`config.mk`:
```
export PLATFORM = sky130hd
export DESIGN_NAME = lane_byte_align_flat
export DESIGN_NICKNAME = d
export VERILOG_FILES = /design/src/rtl/lane_byte_align_if.sv /design/src/rtl/lane_byte_align.sv /design/src/flat_wrapper.sv
export SDC_FILE = /design/constraint.sdc
export NUM_CORES = 1
export LEC_CHECK = 0
export CELL_PAD_IN_SITES_DETAIL_PLACEMENT = 0
export CELL_PAD_IN_SITES_GLOBAL_PLACEMENT = 1
export CORE_MARGIN = 4
export CORE_UTILIZATION = 52
export CTS_CLUSTER_DIAMETER = 60
export CTS_CLUSTER_SIZE = 28
export DETAILED_ROUTE_END_ITERATION = 16
export DONT_BUFFER_PORTS = 1
export PLACE_DENSITY_LB_ADDON = 0.1
export RECOVER_POWER = 50
export SKIP_CTS_REPAIR_TIMING = 1
export SYNTH_ARGS = -nofsm -noshare
export SYNTH_HDL_FRONTEND = slang
export SYNTH_SLANG_ARGS = --single-unit
```
`constraint.sdc`:
```
create_clock -name clk -period 3.66 [get_ports clk]
set_input_delay 0.183 -clock clk [delete_from_list [all_inputs] [get_ports clk]]
set_output_delay 0.183 -clock clk [all_outputs]
set_load 0.005 [all_outputs]
```
`src/rtl/lane_byte_align_if.sv`:
```
`default_nettype none
// +--------------------------------------------------------------------------+
// | Interface : lane_byte_align_if                                           |
// | Purpose   : Bundles the lane-aligner datapath and status signals.        |
// |             Lane 0 is the earliest octet in time within a word.          |
// | Signals   : cdr_ready    - transceiver lock (driver -> aligner)          |
// |             resync       - request to drop alignment (driver -> aligner) |
// |             in_data/in_k - deserialized octets and K flags, 4 lanes      |
// |             out_data/out_k - realigned octets and K flags, 4 lanes       |
// |             aligned      - high while locked                             |
// |             align_offset - current byte rotation                         |
// |             align_fault  - sticky realignment-fault flag                 |
// | Modports  : master (stimulus side), slave (lane_byte_align)              |
// | Revision  : 1.0  initial release                                         |
// +--------------------------------------------------------------------------+
interface lane_byte_align_if;
  logic            cdr_ready;
  logic            resync;
  logic [3:0][7:0] in_data;
  logic [3:0]      in_k;
  logic [3:0][7:0] out_data;
  logic [3:0]      out_k;
  logic            aligned;
  logic [1:0]      align_offset;
  logic            align_fault;

  modport master (
    output cdr_ready, resync, in_data, in_k,
    input  out_data, out_k, aligned, align_offset, align_fault
  );

  modport slave (
    input  cdr_ready, resync, in_data, in_k,
    output out_data, out_k, aligned, align_offset, align_fault
  );
endinterface
`default_nettype wire

```
`src/rtl/lane_byte_align.sv`:
```
`default_nettype none
// +--------------------------------------------------------------------------+
// | Module    : lane_byte_align                                              |
// | Purpose   : 4-lane byte aligner. Finds code-group sync on /K/ (K28.5),   |
// |             locks the byte rotation on the first /R/ (K28.0) and         |
// |             monitors /A/ (K28.3) and /F/ (K28.7) placement, realigning   |
// |             after FAULT_LIMIT consecutive misplaced characters.          |
// | Ports     : clk          - rising-edge clock                             |
// |             rst_n        - asynchronous active-low reset                 |
// |             bus (slave)  - cdr_ready, resync, in_data/in_k inputs;       |
// |                            out_data/out_k, aligned, align_offset,        |
// |                            align_fault registered outputs                |
// | Revision  : 1.0  initial release                                         |
// +--------------------------------------------------------------------------+
module lane_byte_align #(
  parameter int CGS_COUNT   = 4,
  parameter int FAULT_LIMIT = 4
) (
  input  logic              clk,
  input  logic              rst_n,
  lane_byte_align_if.slave  bus
);

  localparam int         CGS_W = $clog2(CGS_COUNT + 1);
  localparam int         FLT_W = $clog2(FAULT_LIMIT + 1);
  localparam logic [7:0] K28_5 = 8'hBC;  // /K/
  localparam logic [7:0] K28_0 = 8'h1C;  // /R/
  localparam logic [7:0] K28_3 = 8'h7C;  // /A/
  localparam logic [7:0] K28_7 = 8'hFC;  // /F/

  typedef enum logic [1:0] {
    ST_IDLE   = 2'd0,
    ST_CGS    = 2'd1,
    ST_WAIT_R = 2'd2,
    ST_LOCKED = 2'd3
  } state_t;

  state_t           state;
  logic [CGS_W-1:0] cgs_cnt;
  logic [FLT_W-1:0] flt_cnt;
  logic [1:0]       offset;
  logic             aligned_r;
  logic             fault_r;

  logic [3:0][7:0]  hist_data;
  logic [3:0]       hist_k;
  logic [3:0][7:0]  out_data_r;
  logic [3:0]       out_k_r;

  // Eight-entry stream: history in entries 0..3, current word in 4..7.
  logic [7:0][7:0]  s_data;
  logic [7:0]       s_k;
  logic [3:0][7:0]  nxt_data;
  logic [3:0]       nxt_k;

  logic             all_cgs;
  logic [3:0]       is_r;
  logic             any_data;
  logic [1:0]       r_lane;
  logic             out_misplaced;
  logic             out_good;
  logic [CGS_W-1:0] cgs_inc;
  logic [FLT_W-1:0] flt_inc;

  assign s_data = {bus.in_data, hist_data};
  assign s_k    = {bus.in_k, hist_k};

  // Output lane j takes stream entry offset+j; never gated by state.
  always_comb begin
    nxt_data = '0;
    nxt_k    = '0;
    for (int j = 0; j < 4; j++) begin
      nxt_data[j] = s_data[3'(j) + {1'b0, offset}];
      nxt_k[j]    = s_k[3'(j) + {1'b0, offset}];
    end
  end

  // Input-word classification and output-word /A/,/F/ placement check.
  always_comb begin
    all_cgs       = 1'b1;
    is_r          = '0;
    any_data      = 1'b0;
    r_lane        = 2'd0;
    out_misplaced = 1'b0;
    out_good      = 1'b0;
    for (int i = 0; i < 4; i++) begin
      if (!(bus.in_k[i] && (bus.in_data[i] == K28_5))) all_cgs = 1'b0;
      if (!bus.in_k[i]) any_data = 1'b1;
      is_r[i] = bus.in_k[i] && (bus.in_data[i] == K28_0);
    end
    // Descending scan so the lowest matching lane wins.
    for (int i = 3; i >= 0; i--) begin
      if (is_r[i]) r_lane = 2'(i);
    end
    for (int i = 0; i < 3; i++) begin
      if (out_k_r[i] && ((out_data_r[i] == K28_3) || (out_data_r[i] == K28_7)))
        out_misplaced = 1'b1;
    end
    out_good = out_k_r[3] && ((out_data_r[3] == K28_3) || (out_data_r[3] == K28_7));
  end

  // Saturating increments.
  assign cgs_inc = (cgs_cnt == CGS_W'(CGS_COUNT))   ? cgs_cnt : cgs_cnt + 1'b1;
  assign flt_inc = (flt_cnt == FLT_W'(FAULT_LIMIT)) ? flt_cnt : flt_cnt + 1'b1;

  // Datapath registers.
  always_ff @(posedge clk or negedge rst_n) begin
    if (!rst_n) begin
      hist_data  <= '0;
      hist_k     <= '0;
      out_data_r <= '0;
      out_k_r    <= '0;
    end else begin
      hist_data  <= bus.in_data;
      hist_k     <= bus.in_k;
      out_data_r <= nxt_data;
      out_k_r    <= nxt_k;
    end
  end

  // Alignment FSM with registered status outputs.
  always_ff @(posedge clk or negedge rst_n) begin
    if (!rst_n) begin
      state     <= ST_IDLE;
      cgs_cnt   <= '0;
      flt_cnt   <= '0;
      offset    <= 2'd0;
      aligned_r <= 1'b0;
      fault_r   <= 1'b0;
    end else if (bus.resync || !bus.cdr_ready) begin
      // Resync outranks every other transition, including a fault this cycle.
      state     <= ST_IDLE;
      cgs_cnt   <= '0;
      flt_cnt   <= '0;
      offset    <= 2'd0;
      aligned_r <= 1'b0;
      if (bus.resync) fault_r <= 1'b0;
    end else begin
      case (state)
        ST_IDLE: begin
          offset  <= 2'd0;
          cgs_cnt <= '0;
          state   <= ST_CGS;
        end
        ST_CGS: begin
          if (all_cgs) begin
            if (cgs_inc == CGS_W'(CGS_COUNT)) begin
              state   <= ST_WAIT_R;
              cgs_cnt <= '0;
            end else begin
              cgs_cnt <= cgs_inc;
            end
          end else begin
            cgs_cnt <= '0;
          end
        end
        ST_WAIT_R: begin
          if (|is_r) begin
            offset    <= r_lane;
            flt_cnt   <= '0;
            aligned_r <= 1'b1;
            state     <= ST_LOCKED;
          end else if (any_data) begin
            cgs_cnt <= '0;
            state   <= ST_CGS;
          end
        end
        ST_LOCKED: begin
          if (out_misplaced) begin
            if (flt_inc == FLT_W'(FAULT_LIMIT)) begin
              fault_r   <= 1'b1;
              flt_cnt   <= '0;
              offset    <= 2'd0;
              cgs_cnt   <= '0;
              aligned_r <= 1'b0;
              state     <= ST_CGS;
            end else begin
              flt_cnt <= flt_inc;
            end
          end else if (out_good) begin
            flt_cnt <= '0;
          end
        end
        default: state <= ST_IDLE;
      endcase
    end
  end

  assign bus.out_data     = out_data_r;
  assign bus.out_k        = out_k_r;
  assign bus.aligned      = aligned_r;
  assign bus.align_offset = offset;
  assign bus.align_fault  = fault_r;

endmodule
`default_nettype wire

```
`src/flat_wrapper.sv`:
```
// flat-port wrapper written by rule: the top's interface ports become plain ports
module lane_byte_align_flat 
#(
  parameter int CGS_COUNT   = 4,
  parameter int FAULT_LIMIT = 4
)
  (clk, rst_n, bus_cdr_ready, bus_resync, bus_in_data, bus_in_k, bus_out_data, bus_out_k, bus_aligned, bus_align_offset, bus_align_fault);
  lane_byte_align_if bus_i ();
  input  logic clk;
  input  logic rst_n;
  input wire logic [$bits(bus_i.cdr_ready)-1:0] bus_cdr_ready;
  input wire logic [$bits(bus_i.resync)-1:0] bus_resync;
  input wire logic [$bits(bus_i.in_data)-1:0] bus_in_data;
  input wire logic [$bits(bus_i.in_k)-1:0] bus_in_k;
  output wire logic [$bits(bus_i.out_data)-1:0] bus_out_data;
  output wire logic [$bits(bus_i.out_k)-1:0] bus_out_k;
  output wire logic [$bits(bus_i.aligned)-1:0] bus_aligned;
  output wire logic [$bits(bus_i.align_offset)-1:0] bus_align_offset;
  output wire logic [$bits(bus_i.align_fault)-1:0] bus_align_fault;
  assign bus_i.cdr_ready = bus_cdr_ready;
  assign bus_i.resync = bus_resync;
  assign bus_i.in_data = bus_in_data;
  assign bus_i.in_k = bus_in_k;
  assign bus_out_data = bus_i.out_data;
  assign bus_out_k = bus_i.out_k;
  assign bus_aligned = bus_i.aligned;
  assign bus_align_offset = bus_i.align_offset;
  assign bus_align_fault = bus_i.align_fault;
  lane_byte_align #(.CGS_COUNT(CGS_COUNT), .FAULT_LIMIT(FAULT_LIMIT)) u_core (.clk(clk), .rst_n(rst_n), .bus(bus_i));
endmodule
```
---- Yosys cells after proc, flatten, opt, wreduce, memory -nomap -nowiden ----
Cells that the tools add are included.
word-level totals
  bits of input ports ..................... 40
  register bits after elaboration ......... 84
cells by class
  $lt $le $gt $ge ......................... 4
  equal/unequal tests ..................... 33
  reductions and logical operators ........ 31
  mux-type cells .......................... 70
  $add $sub $neg .......................... 5
operator list
  kind                                                         count
  binary-select mux 8 bit (select 3 bit)                       3
  == test 8 bit (second input constant)                        8
  two-way mux 3 bit                                            14
  == test 8 x 5 -> 1 bit (second input constant)               4
  == test 8 x 7 -> 1 bit (second input constant)               4
  two-way mux 8 bit                                            4
  two-way mux 2 bit                                            15
  two-way mux 1 bit                                            24
  inequality test 3 x 1 -> 1 bit (second input constant)       6
  binary-select mux 8 bit (select 2 bit)                       1
  AND reduction 4 bit                                          4
  == test 3 bit (second input constant)                        4
  logical AND 1 bit                                            12
  less-than comparator 3 x 4 -> 1 bit (second input constant)  3
  case mux 3 bit (4 select lines)                              1
  binary-select mux 1 bit (select 3 bit)                       3
  inequality test 4 x 1 -> 1 bit (second input constant)       2
  case mux 2 bit (4 select lines)                              1
  adder 2 x 2 -> 3 bit (first input constant)                  2
  adder 3 x 1 -> 3 bit (second input constant)                 2
  case mux 2 bit (3 select lines)                              1
  case mux 3 bit (2 select lines)                              1
  nonzero test 2 bit                                           3
  logical OR 1 bit                                             5
  15 further kinds                                             16

---- Longest topological paths before layout ----
Gate-level depths: netlist of the first run.
  depth after elaboration ................. 9
  mapped depth ............................ 8
  depth with buffers taken out ............ 8

---- Least setup slack after synthesis of the first run ----
No wires, ideal clock.
  path type ............................... flip-flop to flip-flop
  from .................................... register u_core.offset[0] (netlist: u_core.bus.align_offset[0])
  to ...................................... register u_core.out_data_r (netlist bit u_core.bus.out_data[12])
  path slack .............................. 0.831 ns
  required time ........................... 3.522 ns
  data arrival time ....................... 2.690 ns
  cell stages (with the launch flop) ...... 9
  clock period less this slack ............ 2.829 ns
  path through ............................ dfrtp_1 buf_2 buf_2 buf_1 inv_1 ha_1 buf_2 clkbuf_1 mux4_2
RTL lines
  item                    line                    text
  start, declared         lane_byte_align.sv:41   logic [1:0] offset;
  start signal, assigned  lane_byte_align.sv:159  offset <= r_lane;
  end signal, assigned    lane_byte_align.sv:116  out_data_r <= nxt_data;
  end, declared           lane_byte_align.sv:47   logic [3:0][7:0] out_data_r;

==> impl_metrics.prom, run 1 <==
# TYPE chip_impl_metric gauge
chip_impl_metric{name="die_area",unit="sq mm"} 0.00979
chip_impl_metric{name="path_clk_slew",unit="ns"} 0.09
chip_impl_info{name="timing.hold.worst.start",value="bus_in_data[4]"} 1
chip_impl_metric{name="diodes",unit=""} 0
chip_impl_metric{name="fp.dieW",unit="um"} 98.9
chip_impl_metric{name="hold_viol",unit=""} 0
chip_impl_info{name="worst_r2r_startpoint",value="u_core.bus.align_offset[0]$_DFFE_PN0P_"} 1
chip_impl_metric{name="postPlaceCellArea",unit="sq mm"} 0.00439
chip_impl_metric{name="synthesis.area",unit="sq mm"} 0.00430
chip_impl_metric{name="pre_repair_dr_iteration_count",unit=""} 6
chip_impl_info{name="hold-path-endpoint",value="u_core.bus.out_data[20]$_DFF_PN0_"} 1
chip_impl_metric{name="required",unit="ns"} 3.89
chip_impl_metric{name="cts_max_path_buffers",unit=""} 2
chip_impl_info{name="cpMaxStageDelayCell",value="sky130_fd_sc_hd__buf_4"} 1
chip_impl_metric{name="timing.critical_path.arrival",unit="ns"} 2.49
chip_impl_metric{name="setup_tns",unit="ns"} 0
chip_impl_metric{name="detail_route.iter0.violations",unit=""} 108
chip_impl_metric{name="dpl.hpwl",unit="um"} 7290
chip_impl_metric{name="synthArstFlopShare",unit=""} 1.00
chip_impl_metric{name="drt_drc_violations_left",unit=""} 0
chip_impl_metric{name="final_period_minus_worst_setup_slack",unit="ns"} 2.27
chip_impl_metric{name="overflow",unit=""} 0
chip_impl_metric{name="number_of_antenna_violations_at_the_first_check_in_global_routing",unit=""} 0
chip_impl_metric{name="globalplace.congestion",unit=""} 0.750
chip_impl_metric{name="synth.ff_latch_count",unit=""} 84
chip_impl_metric{name="design_area",unit="sq mm"} 0.00497
chip_impl_metric{name="synthesis.nets",unit=""} 356
chip_impl_metric{name="area_growth_syn_to_layout",unit="%"} 15.5
chip_impl_metric{name="synth-seq-area-share",unit=""} 0.489
chip_impl_metric{name="r2r_cells",unit=""} 3
chip_impl_metric{name="postRouteWirelength",unit="um"} 10300
chip_impl_info{name="cts-root-buf",value="sky130_fd_sc_hd__clkbuf_8"} 1
chip_impl_info{name="setup_repair_after_global_routing_missed_its_margin",value="no"} 1
chip_impl_info{name="cp_top_family",value="buffers and inverters"} 1
chip_impl_metric{name="numClockSinks",unit=""} 84
chip_impl_metric{name="postSynthAreaPerCell",unit="sq um"} 14.1
chip_impl_metric{name="timing.critical_path.fanout_max",unit=""} 57
chip_impl_metric{name="timing.final.max_slew_violations",unit=""} 85
chip_impl_info{name="worst-setup-path-type",value="register to register"} 1
chip_impl_metric{name="grtUsageTotal",unit=""} 0.218
chip_impl_info{name="worstPathCellList",value="buf_4 > ha_1 > mux4_2"} 1
chip_impl_metric{name="dp.cells",unit=""} 396
chip_impl_metric{name="clock_latency",unit="ns"} 0.35
chip_impl_metric{name="synth_cell_type_count",unit=""} 48
chip_impl_metric{name="grt_start_max_net_pins",unit=""} 85
chip_impl_metric{name="static-leakage-power",unit="nW"} 1.94
chip_impl_metric{name="timing.max_slew.rel_slack",unit=""} -0.320
chip_impl_info{name="clock_tree_from_tritoncts",value="built"} 1
chip_impl_metric{name="layout.cells.non_filler",unit=""} 451
chip_impl_info{name="run_status",value="complete, but fails checks"} 1
chip_impl_info{name="failed_checks",value="max-capacitance violations, max-slew violations"} 1
chip_impl_metric{name="route.vias.total",unit=""} 2803
chip_impl_metric{name="post_detailed_route_count_of_antenna_violating_nets",unit=""} 0
chip_impl_metric{name="worst_clock_skew",unit="ns"} 0.0105
chip_impl_metric{name="hold_depth",unit=""} 1
chip_impl_metric{name="core.rowCount",unit=""} 32
chip_impl_metric{name="grt_pass1_wl",unit="um"} 16200
chip_impl_metric{name="synth_edf_count",unit=""} 0
chip_impl_metric{name="worst_path_largest_cell_delay",unit="ns"} 0.61
chip_impl_metric{name="h_tree_depth",unit=""} 3
chip_impl_metric{name="fp.coreArea",unit="sq mm"} 0.00789
chip_impl_metric{name="worst_slack",unit="ns"} 1.39
chip_impl_metric{name="postSynthCellCount",unit=""} 305
chip_impl_metric{name="first_global_vias",unit=""} 2862
chip_impl_metric{name="nets",unit=""} 395
chip_impl_metric{name="fraction_of_final_layout_cells_sized_beyond_drive_strength_1",unit=""} 0.284
chip_impl_metric{name="synthesis.yosys.warnings",unit=""} 0
chip_impl_metric{name="setup.reg_to_reg.worst_slack",unit="ns"} 1.39
chip_impl_metric{name="die_height",unit="um"} 98.9
chip_impl_metric{name="post_drt_via_cell_ratio",unit=""} 6.22
chip_impl_info{name="worstSetupEndpointType",value="register"} 1
chip_impl_metric{name="max_clock_freq",unit="MHz"} 441
chip_impl_metric{name="cts_inserted_buffers",unit=""} 9
chip_impl_metric{name="i_o_pin_cnt",unit=""} 80
chip_impl_metric{name="tightestPinTransition",unit="ns"} 1.98
chip_impl_info{name="critPathLaunchType",value="register"} 1
chip_impl_metric{name="avgRoutedWirePerCell",unit="um"} 22.7
chip_impl_metric{name="fill_cells",unit=""} 585
chip_impl_metric{name="max_cap_viol_count",unit=""} 1
chip_impl_metric{name="peakVddDrop",unit="V"} 0.000208
chip_impl_info{name="worst_hold_path_type",value="input port to register"} 1
chip_impl_metric{name="initial_util",unit=""} 0.545
chip_impl_metric{name="io_buffers",unit=""} 0
chip_impl_info{name="worst_r2r_endpoint",value="u_core.bus.out_data[14]$_DFF_PN0_"} 1
chip_impl_metric{name="setup_violations",unit=""} 0
chip_impl_metric{name="path_buf_inv",unit=""} 1
chip_impl_metric{name="powerDensity",unit="mW/mm^2"} 359
chip_impl_metric{name="post-route-period-util",unit=""} 0.619
chip_impl_info{name="synthFlopType",value="sky130_fd_sc_hd__dfrtp_1"} 1
chip_impl_metric{name="pre_cts_ws",unit="ns"} 1.35
## registers in the layout, summed over array words and instances, names as in the netlist
name and cells:
u_core.bus.align_offset 2, u_core.cgs_cnt 3, u_core.bus.out_data 32, u_core.flt_cnt 3, u_core.hist_data 32, u_core.bus.aligned 1, u_core.bus.align_fault 1, u_core.bus.out_k 4
u_core.hist_k 4, u_core.state 2
## layout by cell type, fill, tap and decap left out, types with 8 or more instances in the layout
cell type / n
sky130_fd_sc_hd__dlygate4sd3_1: 38
sky130_fd_sc_hd__nand2_1: 15
sky130_fd_sc_hd__mux4_2: 36
sky130_fd_sc_hd__inv_1: 12
sky130_fd_sc_hd__dfrtp_1: 83
sky130_fd_sc_hd__ha_1: 11
sky130_fd_sc_hd__nor2_1: 8
sky130_fd_sc_hd__mux2_2: 36
sky130_fd_sc_hd__clkbuf_8: 9
sky130_fd_sc_hd__nand4_1: 15
## worst max path at each step
| stage | start | endpoint | slack [ns] | cells after the start |
|---|---|---|---|---|
| final | u_core.bus.align_offset[0]$_DFFE_PN0P_ | u_core.bus.out_data[14]$_DFF_PN0_ | 1.39 | 3 |
| after global routing | rst_n | u_core.bus.align_offset[0]$_DFFE_PN0P_ | 0.87 | 2 |
| after CTS | u_core.bus.align_offset[0]$_DFFE_PN0P_ | u_core.bus.out_data[14]$_DFF_PN0_ | 1.35 | 3 |
| after detailed placement | u_core.bus.align_offset[0]$_DFFE_PN0P_ | u_core.bus.out_data[14]$_DFF_PN0_ | 1.35 | 3 |
| after global placement | u_core.bus.align_offset[0]$_DFFE_PN0P_ | u_core.bus.out_data[14]$_DFF_PN0_ | 1.41 | 3 |
| after floorplan | u_core.bus.align_offset[0]$_DFFE_PN0P_ | u_core.bus.out_data[12]$_DFF_PN0_ | 0.83 | 8 |
## area by class of cell
type	instances	area, sq um	area share
sequential	84	2100	0.423
multi-input combinational	195	2100	0.422
timing repair buffer	41	400	0.0806
clock buffer	10	128	0.0257
tap	102	128	0.0257
clock inverter	6	63.8	0.0128
inverter	13	48.8	0.00982
## kinds of logic after synthesis
family          share of synthesized area
fa+ha+maj                          0.0320
compound gates                     0.0591
flops                               0.489
simple gates                        0.106
buf+inv                            0.0239
mux                                 0.290
## metal layers
metal	up-vias	part of all wire	GRT usage
li1	1259	-	-
met1	1445	0.45	0.301
met2	88	0.47	0.336
met3	11	0.071	0.0708
met4	0	0.012	0.0567
met5	-	0	0
## synth_stat cells (2+ instances only)
library cell,count,area (sq um)
sky130_fd_sc_hd__dfrtp_1,84,2100
sky130_fd_sc_hd__a211oi_1,2,15.0
sky130_fd_sc_hd__nand3_1,5,25.0
sky130_fd_sc_hd__nand2_1,15,56.3
sky130_fd_sc_hd__nand4b_1,2,17.5
sky130_fd_sc_hd__clkbuf_1,5,18.8
sky130_fd_sc_hd__mux4_2,36,811
sky130_fd_sc_hd__a311oi_4,2,52.6
sky130_fd_sc_hd__or3_1,2,12.5
sky130_fd_sc_hd__mux2i_1,3,30.0
sky130_fd_sc_hd__buf_2,4,20.0
sky130_fd_sc_hd__nor4_1,4,25.0
sky130_fd_sc_hd__o21ai_0,5,25.0
sky130_fd_sc_hd__nor3_1,5,25.0
sky130_fd_sc_hd__and4bb_1,3,37.5
sky130_fd_sc_hd__ha_1,11,138
sky130_fd_sc_hd__buf_1,4,15.0
sky130_fd_sc_hd__nand2b_1,2,12.5
sky130_fd_sc_hd__inv_1,12,45.0
sky130_fd_sc_hd__nor2_1,8,30.0
sky130_fd_sc_hd__mux2_2,36,405
sky130_fd_sc_hd__a21oi_1,7,35.0
sky130_fd_sc_hd__o21ai_1,2,10.0
sky130_fd_sc_hd__and2_1,2,12.5
sky130_fd_sc_hd__nand4_1,15,93.8
sky130_fd_sc_hd__nor2b_1,6,37.5
sky130_fd_sc_hd__o22a_1,2,17.5
## through the flow
step	hold WS (ns)	total power, mW	util
floorplan	-0.113	1.08	-
global placement	-0.111	1.10	0.557
detailed placement	-0.111	1.11	0.557
CTS	-0.498	1.75	0.581
global route	0.0464	1.87	0.630
finish	0.0687	1.78	0.630
## power by group
group / total (mW) / internal [mW] / switching (mW) / leakage, nW
Combinational: 0.136 / 0.0801 / 0.0560 / 0.843
Clock: 0.647 / 0.316 / 0.331 / 0.0927
Sequential: 1.00 / 0.969 / 0.0319 / 1.00
Total: 1.78 / 1.36 / 0.419 / 1.94
No activity file was read; power rests on OpenSTA's default activity.
==> run 2: changes to the inputs <==
ABC_AREA = 1   (was not set)
CORE_UTILIZATION = 42   (was 52)
clock period = 2 ns   (was 3.66 ns; I/O delays follow)
==> run 2 against run 1 <==
Compared with the run above: the run ends with negative hold slack left; combinational power increased by 90%; die area increased by 31%; sequential power increased by 82%; total power increased by 87%; non-clock buffer count increased by 4.
==> impl_metrics.prom, run 2 <==
# TYPE chip_impl_metric gauge
chip_impl_info{name="run_status",value="complete, but fails checks"} 1
chip_impl_info{name="failed_checks",value="negative hold slack"} 1
chip_impl_metric{name="globalplace.congestion",unit=""} 0.869
chip_impl_metric{name="hold-worst-slack",unit="ns"} -0.586
chip_impl_metric{name="fp.coreArea",unit="sq mm"} 0.0108
chip_impl_metric{name="postRouteWirelength",unit="um"} 13800
chip_impl_info{name="worst_r2r_endpoint",value="u_core.bus.out_data[14]$_DFF_PN0_"} 1
chip_impl_metric{name="worst_clock_skew",unit="ns"} 0.00943
chip_impl_info{name="clock_tree_from_tritoncts",value="built"} 1
chip_impl_metric{name="initial_util",unit=""} 0.428
chip_impl_info{name="mostFrequentLayoutCells",value="sky130_fd_sc_hd__nand2_1 (128), sky130_fd_sc_hd__o21ai_0 (93), sky130_fd_sc_hd__nor2_1 (91)"} 1
chip_impl_metric{name="peakVddDrop",unit="V"} 0.000355
chip_impl_metric{name="synth.ff_latch_count",unit=""} 84
chip_impl_metric{name="i_o_pin_cnt",unit=""} 80
chip_impl_metric{name="diodes",unit=""} 0
chip_impl_metric{name="core.rowCount",unit=""} 38
chip_impl_metric{name="die_height",unit="um"} 113
chip_impl_info{name="layout_commonest_cell",value="sky130_fd_sc_hd__nand2_1"} 1
chip_impl_info{name="yosysTopAreaCell",value="sky130_fd_sc_hd__dfrtp_1"} 1
chip_impl_info{name="worst_r2r_startpoint",value="u_core.bus.align_offset[0]$_DFFE_PN0P_"} 1
chip_impl_metric{name="grtUsageTotal",unit=""} 0.214
chip_impl_metric{name="timing.final.max_slew_violations",unit=""} 0
chip_impl_metric{name="finalCoreUtilization",unit=""} 0.495
chip_impl_metric{name="clock_latency",unit="ns"} 0.37
chip_impl_info{name="grt_busiest_layer",value="met2"} 1
chip_impl_metric{name="pre_cts_ws",unit="ns"} 0.248
chip_impl_metric{name="route.vias.total",unit=""} 4144
chip_impl_info{name="worstSetupEndpointType",value="register"} 1
chip_impl_metric{name="drt_drc_violations_left",unit=""} 0
chip_impl_metric{name="first_global_vias",unit=""} 3821
chip_impl_metric{name="dpl.hpwl",unit="um"} 9830
chip_impl_metric{name="h_tree_depth",unit=""} 3
chip_impl_metric{name="fill_cells",unit=""} 1102
chip_impl_metric{name="post_drt_via_cell_ratio",unit=""} 5.25
chip_impl_metric{name="synthesis.yosys.warnings",unit=""} 0
chip_impl_metric{name="setup.reg_to_reg.worst_slack",unit="ns"} 0.20
chip_impl_metric{name="required",unit="ns"} 2.27
chip_impl_metric{name="fp.dieW",unit="um"} 113
chip_impl_metric{name="number_of_antenna_violations_at_the_first_check_in_global_routing",unit=""} 0
chip_impl_metric{name="synth_edf_count",unit=""} 0
chip_impl_info{name="post_synth_main_area_contributors",value="sky130_fd_sc_hd__dfrtp_1 (45%), sky130_fd_sc_hd__nand2_1 (10%), sky130_fd_sc_hd__o21ai_0 (10%)"} 1
chip_impl_metric{name="tightestPinTransition",unit="ns"} 0.526
chip_impl_metric{name="gr-usage-met1",unit=""} 0.272
chip_impl_metric{name="timing.max_slew.rel_slack",unit=""} 0.645
chip_impl_info{name="synthFlopType",value="sky130_fd_sc_hd__dfrtp_1"} 1
chip_impl_metric{name="avgRoutedWirePerCell",unit="um"} 17.5
chip_impl_metric{name="synthesis.nets",unit=""} 663
chip_impl_metric{name="dp.cells",unit=""} 737
chip_impl_metric{name="synth-seq-area-share",unit=""} 0.453
chip_impl_metric{name="hold_viol",unit=""} 84
chip_impl_metric{name="worst_slack",unit="ns"} 0.197
chip_impl_info{name="critPathLaunchType",value="register"} 1
chip_impl_metric{name="timing.critical_path.arrival",unit="ns"} 2.07
chip_impl_metric{name="setup_violations",unit=""} 0
chip_impl_metric{name="r2r_cells",unit=""} 5
chip_impl_metric{name="sequential_cell_area",unit="sq mm"} 0.00210
chip_impl_info{name="synth_common_cells",value="sky130_fd_sc_hd__nand2_1 (128), sky130_fd_sc_hd__o21ai_0 (93), sky130_fd_sc_hd__nor2_1 (91)"} 1
chip_impl_metric{name="detail_route.iter0.violations",unit=""} 300
chip_impl_metric{name="path_clk_slew",unit="ns"} 0.08
chip_impl_metric{name="max_cap_viol_count",unit=""} 0
chip_impl_metric{name="path_buf_inv",unit=""} 2
chip_impl_info{name="worst-setup-path-type",value="register to register"} 1
chip_impl_metric{name="nets",unit=""} 696
chip_impl_metric{name="cts_inserted_buffers",unit=""} 9
chip_impl_metric{name="layout.cells.non_filler",unit=""} 790
chip_impl_metric{name="post-route-period-util",unit=""} 0.902
chip_impl_metric{name="numClockSinks",unit=""} 84
chip_impl_metric{name="cts_max_path_buffers",unit=""} 2
chip_impl_metric{name="multiInputGateArea",unit="sq mm"} 0.00215
chip_impl_metric{name="overflow",unit=""} 0
chip_impl_metric{name="postSynthAreaPerCell",unit="sq um"} 7.58
chip_impl_info{name="setup_repair_after_global_routing_missed_its_margin",value="no"} 1
chip_impl_metric{name="static-leakage-power",unit="nW"} 2.41
chip_impl_metric{name="grt_pass1_wl",unit="um"} 20800
chip_impl_metric{name="synth_cell_type_count",unit=""} 29
chip_impl_info{name="cts-root-buf",value="sky130_fd_sc_hd__clkbuf_8"} 1
chip_impl_metric{name="globalRouteMet2Util",unit=""} 0.347
chip_impl_info{name="cp_top_family",value="buffers and inverters"} 1
chip_impl_metric{name="worst_path_largest_cell_delay",unit="ns"} 0.43
chip_impl_metric{name="synth_largest_type_area_fraction",unit=""} 0.453
chip_impl_metric{name="synthesis.area",unit="sq mm"} 0.00464
chip_impl_metric{name="grt_start_max_net_pins",unit=""} 85
chip_impl_metric{name="met3_usage",unit=""} 0.0642
chip_impl_metric{name="post_detailed_route_count_of_antenna_violating_nets",unit=""} 0
chip_impl_metric{name="area_growth_syn_to_layout",unit="%"} 15.7
chip_impl_metric{name="max_clock_freq",unit="MHz"} 555
chip_impl_metric{name="setup_tns",unit="ns"} 0
chip_impl_info{name="worst_hold_path_type",value="input port to asynchronous set/reset pin"} 1
chip_impl_metric{name="powerDensity",unit="mW/mm^2"} 623
chip_impl_metric{name="timing.critical_path.fanout_max",unit=""} 66
chip_impl_info{name="worstPathCellList",value="buf_12 > ha_1 > inv_1 > o21ai_0 > o22a_1"} 1
chip_impl_metric{name="fraction_of_final_layout_cells_sized_beyond_drive_strength_1",unit=""} 0.0569
chip_impl_metric{name="synthArstFlopShare",unit=""} 1.00
chip_impl_metric{name="die_area",unit="sq mm"} 0.0128
chip_impl_metric{name="io_buffers",unit=""} 0
chip_impl_metric{name="final_period_minus_worst_setup_slack",unit="ns"} 1.80
chip_impl_info{name="synthMostInstantiatedCell",value="sky130_fd_sc_hd__nand2_1"} 1
chip_impl_metric{name="postSynthCellCount",unit=""} 612
chip_impl_metric{name="pre_repair_dr_iteration_count",unit=""} 5
chip_impl_info{name="cpMaxStageDelayCell",value="sky130_fd_sc_hd__dfrtp_2"} 1
[run 2: how the worst max path moves through the flow]
stage	start	endpoint	cells past startpoint	slack [ns]
3_5_place_dp	u_core.bus.align_offset[0]$_DFFE_PN0P_	u_core.bus.out_data[14]$_DFF_PN0_	5	0.25
3_3_place_gp	u_core.bus.align_offset[0]$_DFFE_PN0P_	u_core.bus.out_data[11]$_DFF_PN0_	5	0.28
5_1_grt	u_core.flt_cnt[0]$_DFFE_PN0P_	u_core.cgs_cnt[0]$_DFFE_PN0P_	12	0.004
6_report	u_core.bus.align_offset[0]$_DFFE_PN0P_	u_core.bus.out_data[14]$_DFF_PN0_	5	0.20
4_1_cts	u_core.flt_cnt[0]$_DFFE_PN0P_	u_core.bus.align_offset[1]$_DFFE_PN0P_	12	0.23
2_1_floorplan	u_core.bus.align_offset[0]$_DFFE_PN0P_	u_core.bus.out_data[30]$_DFF_PN0_	9	0.001
[run 2: logic make-up after synthesis]
kind of cell / count (synthesis) / synth area share
DFF: 84 / 0.453
AOI/OAI and AO/OA: 140 / 0.171
adders and majority gates: 11 / 0.0297
muxes: 12 / 0.0259
and+or+nand+nor: 266 / 0.235
buffers and inverters: 99 / 0.0850
[run 2: final cells by class]
| class | count | area share |
|---|---|---|
| Inverter | 76 | 0.0541 |
| Sequential cell | 84 | 0.392 |
| Clock buffer | 12 | 0.0289 |
| Clock inverter | 4 | 0.00886 |
| Timing Repair Buffer | 45 | 0.0825 |
| Tap cell | 140 | 0.0326 |
| Multi-Input combinational cell | 429 | 0.401 |
[run 2: per-stage QoR]
stage / hold WS (ns) / area (sq um) / total power, mW
2_1_floorplan: -0.196 / 4640 / 1.99
3_3_place_gp: -0.193 / 4780 / 2.04
3_5_place_dp: -0.193 / 4780 / 2.05
4_1_cts: -0.610 / 4990 / 3.32
5_1_grt: -0.618 / 5370 / 3.50
6_report: -0.586 / 5370 / 3.34
[run 2: worst reg2reg max path, cell delays in order (launching register included)]
cell and delay [ns]:
sky130_fd_sc_hd__dfrtp_2 0.43, sky130_fd_sc_hd__buf_12 0.21, sky130_fd_sc_hd__ha_1 0.41, sky130_fd_sc_hd__inv_1 0.30, sky130_fd_sc_hd__o21ai_0 0.16, sky130_fd_sc_hd__o22a_1 0.21
[run 2: routing by layer]
layer | vias to the layer above | share of wire
met5 | - | 0
met4 | 0 | 0.019
met3 | 21 | 0.064
met2 | 116 | 0.48
met1 | 1961 | 0.44
li1 | 2046 | -
[run 2: report_power, final]
group	switching, mW	internal (mW)	total, mW
Clock	0.622	0.642	1.26
Combinational	0.141	0.118	0.258
Sequential	0.0464	1.77	1.82
Total	0.809	2.53	3.34
==> run 3: changes to the inputs <==
CORE_ASPECT_RATIO = 1.2   (was not set)
HOLD_SLACK_MARGIN = 0.06   (was not set)
==> run 3 against run 2 <==
Compared with the run above: the flow still finishes with violations (negative hold slack); total power rose by 21%; die area hardly changed; sequential cell count did not move; register-to-register slack improved by 0.04 ns.
==> impl_metrics.prom, run 3 (synthesis gave the netlist of run 2 again) <==
# TYPE chip_impl_metric gauge
chip_impl_info{name="run_status",value="complete, but fails checks"} 1
chip_impl_info{name="failed_checks",value="negative hold slack"} 1
chip_impl_metric{name="fin_total_pwr",unit="mW"} 4.04
chip_impl_metric{name="setup_tns",unit="ns"} 0
chip_impl_metric{name="die_height",unit="um"} 123
chip_impl_info{name="cts-root-buf",value="sky130_fd_sc_hd__clkbuf_16"} 1
chip_impl_metric{name="i_o_pin_cnt",unit=""} 80
chip_impl_metric{name="avgRoutedWirePerCell",unit="um"} 18.4
chip_impl_metric{name="grt_start_max_net_pins",unit=""} 85
chip_impl_metric{name="drt_drc_violations_left",unit=""} 0
chip_impl_metric{name="postPlaceCellArea",unit="sq mm"} 0.00479
chip_impl_metric{name="numClockSinks",unit=""} 84
chip_impl_metric{name="diodes",unit=""} 0
chip_impl_metric{name="tightestPinTransition",unit="ns"} 0.529
chip_impl_info{name="layout_commonest_cell",value="sky130_fd_sc_hd__nand2_1"} 1
chip_impl_metric{name="fp.dieW",unit="um"} 104
chip_impl_metric{name="pre_repair_dr_iteration_count",unit=""} 5
chip_impl_metric{name="hold-worst-slack",unit="ns"} -0.550
chip_impl_metric{name="hold_viol",unit=""} 84
chip_impl_metric{name="initial_util",unit=""} 0.435
chip_impl_metric{name="path_clk_slew",unit="ns"} 0.06
chip_impl_metric{name="cts_inserted_buffers",unit=""} 9
chip_impl_info{name="cp_top_family",value="simple AND/OR/NAND/NOR gates"} 1
chip_impl_metric{name="met3_usage",unit=""} 0.0747
chip_impl_info{name="setup_repair_after_global_routing_missed_its_margin",value="no"} 1
chip_impl_metric{name="setup_violations",unit=""} 0
chip_impl_metric{name="max_cap_viol_count",unit=""} 0
chip_impl_info{name="crit_top_cell",value="sky130_fd_sc_hd__nand2_1"} 1
chip_impl_info{name="worstSetupEndpointType",value="register"} 1
chip_impl_info{name="critPathLaunchType",value="register"} 1
chip_impl_metric{name="h_tree_depth",unit=""} 3
chip_impl_metric{name="globalRouteMet2Util",unit=""} 0.383
chip_impl_metric{name="fraction_of_final_layout_cells_sized_beyond_drive_strength_1",unit=""} 0.0568
chip_impl_metric{name="design_area",unit="sq mm"} 0.00551
chip_impl_metric{name="timing.final.max_slew_violations",unit=""} 0
chip_impl_metric{name="core.rowCount",unit=""} 41
chip_impl_info{name="mostFrequentLayoutCells",value="sky130_fd_sc_hd__nand2_1 (128), sky130_fd_sc_hd__o21ai_0 (93), sky130_fd_sc_hd__nor2_1 (91)"} 1
chip_impl_metric{name="gr-usage-met1",unit=""} 0.238
chip_impl_info{name="worst_hold_path_type",value="input port to asynchronous set/reset pin"} 1
chip_impl_metric{name="overflow",unit=""} 0
chip_impl_metric{name="path_buf_inv",unit=""} 2
chip_impl_info{name="worst-setup-path-type",value="register to register"} 1
chip_impl_metric{name="multiInputGateArea",unit="sq mm"} 0.00214
chip_impl_metric{name="worst_slack",unit="ns"} 0.236
chip_impl_metric{name="worst_clock_skew",unit="ns"} 0.00452
chip_impl_metric{name="globalplace.congestion",unit=""} 0.888
chip_impl_metric{name="nets",unit=""} 697
chip_impl_metric{name="die_area",unit="sq mm"} 0.0128
chip_impl_metric{name="fp.coreArea",unit="sq mm"} 0.0107
chip_impl_info{name="cpMaxStageDelayCell",value="sky130_fd_sc_hd__dfrtp_1"} 1
chip_impl_metric{name="post-route-period-util",unit=""} 0.882
chip_impl_metric{name="required",unit="ns"} 2.23
chip_impl_metric{name="route.vias.total",unit=""} 4203
chip_impl_metric{name="finalCoreUtilization",unit=""} 0.517
chip_impl_metric{name="final_period_minus_worst_setup_slack",unit="ns"} 1.76
chip_impl_metric{name="number_of_antenna_violations_at_the_first_check_in_global_routing",unit=""} 0
chip_impl_metric{name="post_drt_via_cell_ratio",unit=""} 5.39
chip_impl_metric{name="area_growth_syn_to_layout",unit="%"} 18.8
chip_impl_info{name="worstPathCellList",value="inv_1 > ha_1 > inv_1 > nor2_4 > nand2_1 > nor2_2 > nand3_1 > nand2_1 > nor2_1 > nand2_1 > nand2_1"} 1
chip_impl_metric{name="grt_pass1_wl",unit="um"} 21000
chip_impl_metric{name="static-leakage-power",unit="nW"} 2.48
chip_impl_metric{name="max_clock_freq",unit="MHz"} 567
chip_impl_metric{name="powerDensity",unit="mW/mm^2"} 734
chip_impl_metric{name="pre_cts_ws",unit="ns"} 0.263
chip_impl_info{name="clock_tree_from_tritoncts",value="built"} 1
chip_impl_metric{name="worst_path_largest_cell_delay",unit="ns"} 0.43
chip_impl_metric{name="timing.max_slew.rel_slack",unit=""} 0.644
chip_impl_metric{name="dpl.hpwl",unit="um"} 10300
chip_impl_metric{name="timing.critical_path.arrival",unit="ns"} 2.00
chip_impl_metric{name="io_buffers",unit=""} 0
chip_impl_metric{name="postRouteWirelength",unit="um"} 14300
chip_impl_metric{name="sequential_cell_area",unit="sq mm"} 0.00210
chip_impl_metric{name="cts_max_path_buffers",unit=""} 2
chip_impl_metric{name="fill_cells",unit=""} 1043
chip_impl_metric{name="post_detailed_route_count_of_antenna_violating_nets",unit=""} 0
chip_impl_metric{name="first_global_vias",unit=""} 3881
chip_impl_metric{name="timing.critical_path.fanout_max",unit=""} 5
chip_impl_metric{name="peakVddDrop",unit="V"} 0.000356
chip_impl_metric{name="grtUsageTotal",unit=""} 0.217
chip_impl_metric{name="detail_route.iter0.violations",unit=""} 245
chip_impl_metric{name="clock_latency",unit="ns"} 0.34
chip_impl_info{name="grt_busiest_layer",value="met2"} 1
-- run 3: changes by cell type in the layout (fill, tap and decap cells not counted), moves of 2 or more --
cell	delta
sky130_fd_sc_hd__clkbuf_16	+9
sky130_fd_sc_hd__clkinv_2	-2
sky130_fd_sc_hd__bufinv_16	+2
sky130_fd_sc_hd__clkbuf_8	-10
-- run 3: area by class of cell --
| class | count | share of cell area |
|---|---|---|
| multi-input combinational | 429 | 0.389 |
| timing repair buffer | 46 | 0.0840 |
| clock buffer | 11 | 0.0440 |
| sequential | 84 | 0.382 |
| clock inverter | 5 | 0.0195 |
| inverter | 76 | 0.0527 |
| tap | 129 | 0.0293 |
-- run 3: power by group --
group	total, mW	internal, mW	switching, mW	leakage [nW]
Combinational	0.265	0.119	0.146	1.31
Clock	1.96	1.26	0.697	0.170
Sequential	1.82	1.78	0.0455	1.00
-- run 3: final timing paths --
check / cells after the start / slack (ns) / to / from
max: 11 / 0.24 / u_core.state[1]$_DFFE_PN0P_ / u_core.state[0]$_DFFE_PN0P_
min: 0 / -0.55 / u_core.bus.out_data[26]$_DFF_PN0_ / rst_n
max reg2reg: 11 / 0.24 / u_core.state[1]$_DFFE_PN0P_ / u_core.state[0]$_DFFE_PN0P_
min reg2reg: 2 / 0.52 / u_core.cgs_cnt[1]$_DFFE_PN0P_ / u_core.cgs_cnt[1]$_DFFE_PN0P_
max in group asynchronous: 0 / 2.40 / u_core.bus.align_offset[0]$_DFFE_PN0P_ / rst_n
min in group clk: 4 / 0.05 / u_core.bus.out_data[18]$_DFF_PN0_ / bus_in_data[2]
-- run 3: layer usage --
| metal | part of all wire | vias to the layer above |
|---|---|---|
| li1 | - | 2050 |
| met1 | 0.40 | 2005 |
| met2 | 0.50 | 122 |
| met3 | 0.060 | 26 |
| met4 | 0.031 | 0 |
| met5 | 0 | - |
-- run 3: through the flow --
stage          hold slack, ns  std cells
2_1_floorplan          -0.196        612
3_3_place_gp           -0.193        727
3_5_place_dp           -0.193        727
4_1_cts                -0.559        743
5_1_grt                -0.571        780
6_report               -0.550        780
-- run 3: worst register-to-register path, stage by stage (launching register included) --
cell and delay, ns:
sky130_fd_sc_hd__dfrtp_1 0.43, sky130_fd_sc_hd__inv_1 0.10, sky130_fd_sc_hd__ha_1 0.24, sky130_fd_sc_hd__inv_1 0.11, sky130_fd_sc_hd__nor2_4 0.11, sky130_fd_sc_hd__nand2_1 0.10, sky130_fd_sc_hd__nor2_2 0.18, sky130_fd_sc_hd__nand3_1 0.15
sky130_fd_sc_hd__nand2_1 0.09, sky130_fd_sc_hd__nor2_1 0.05, sky130_fd_sc_hd__nand2_1 0.05, sky130_fd_sc_hd__nand2_1 0.05
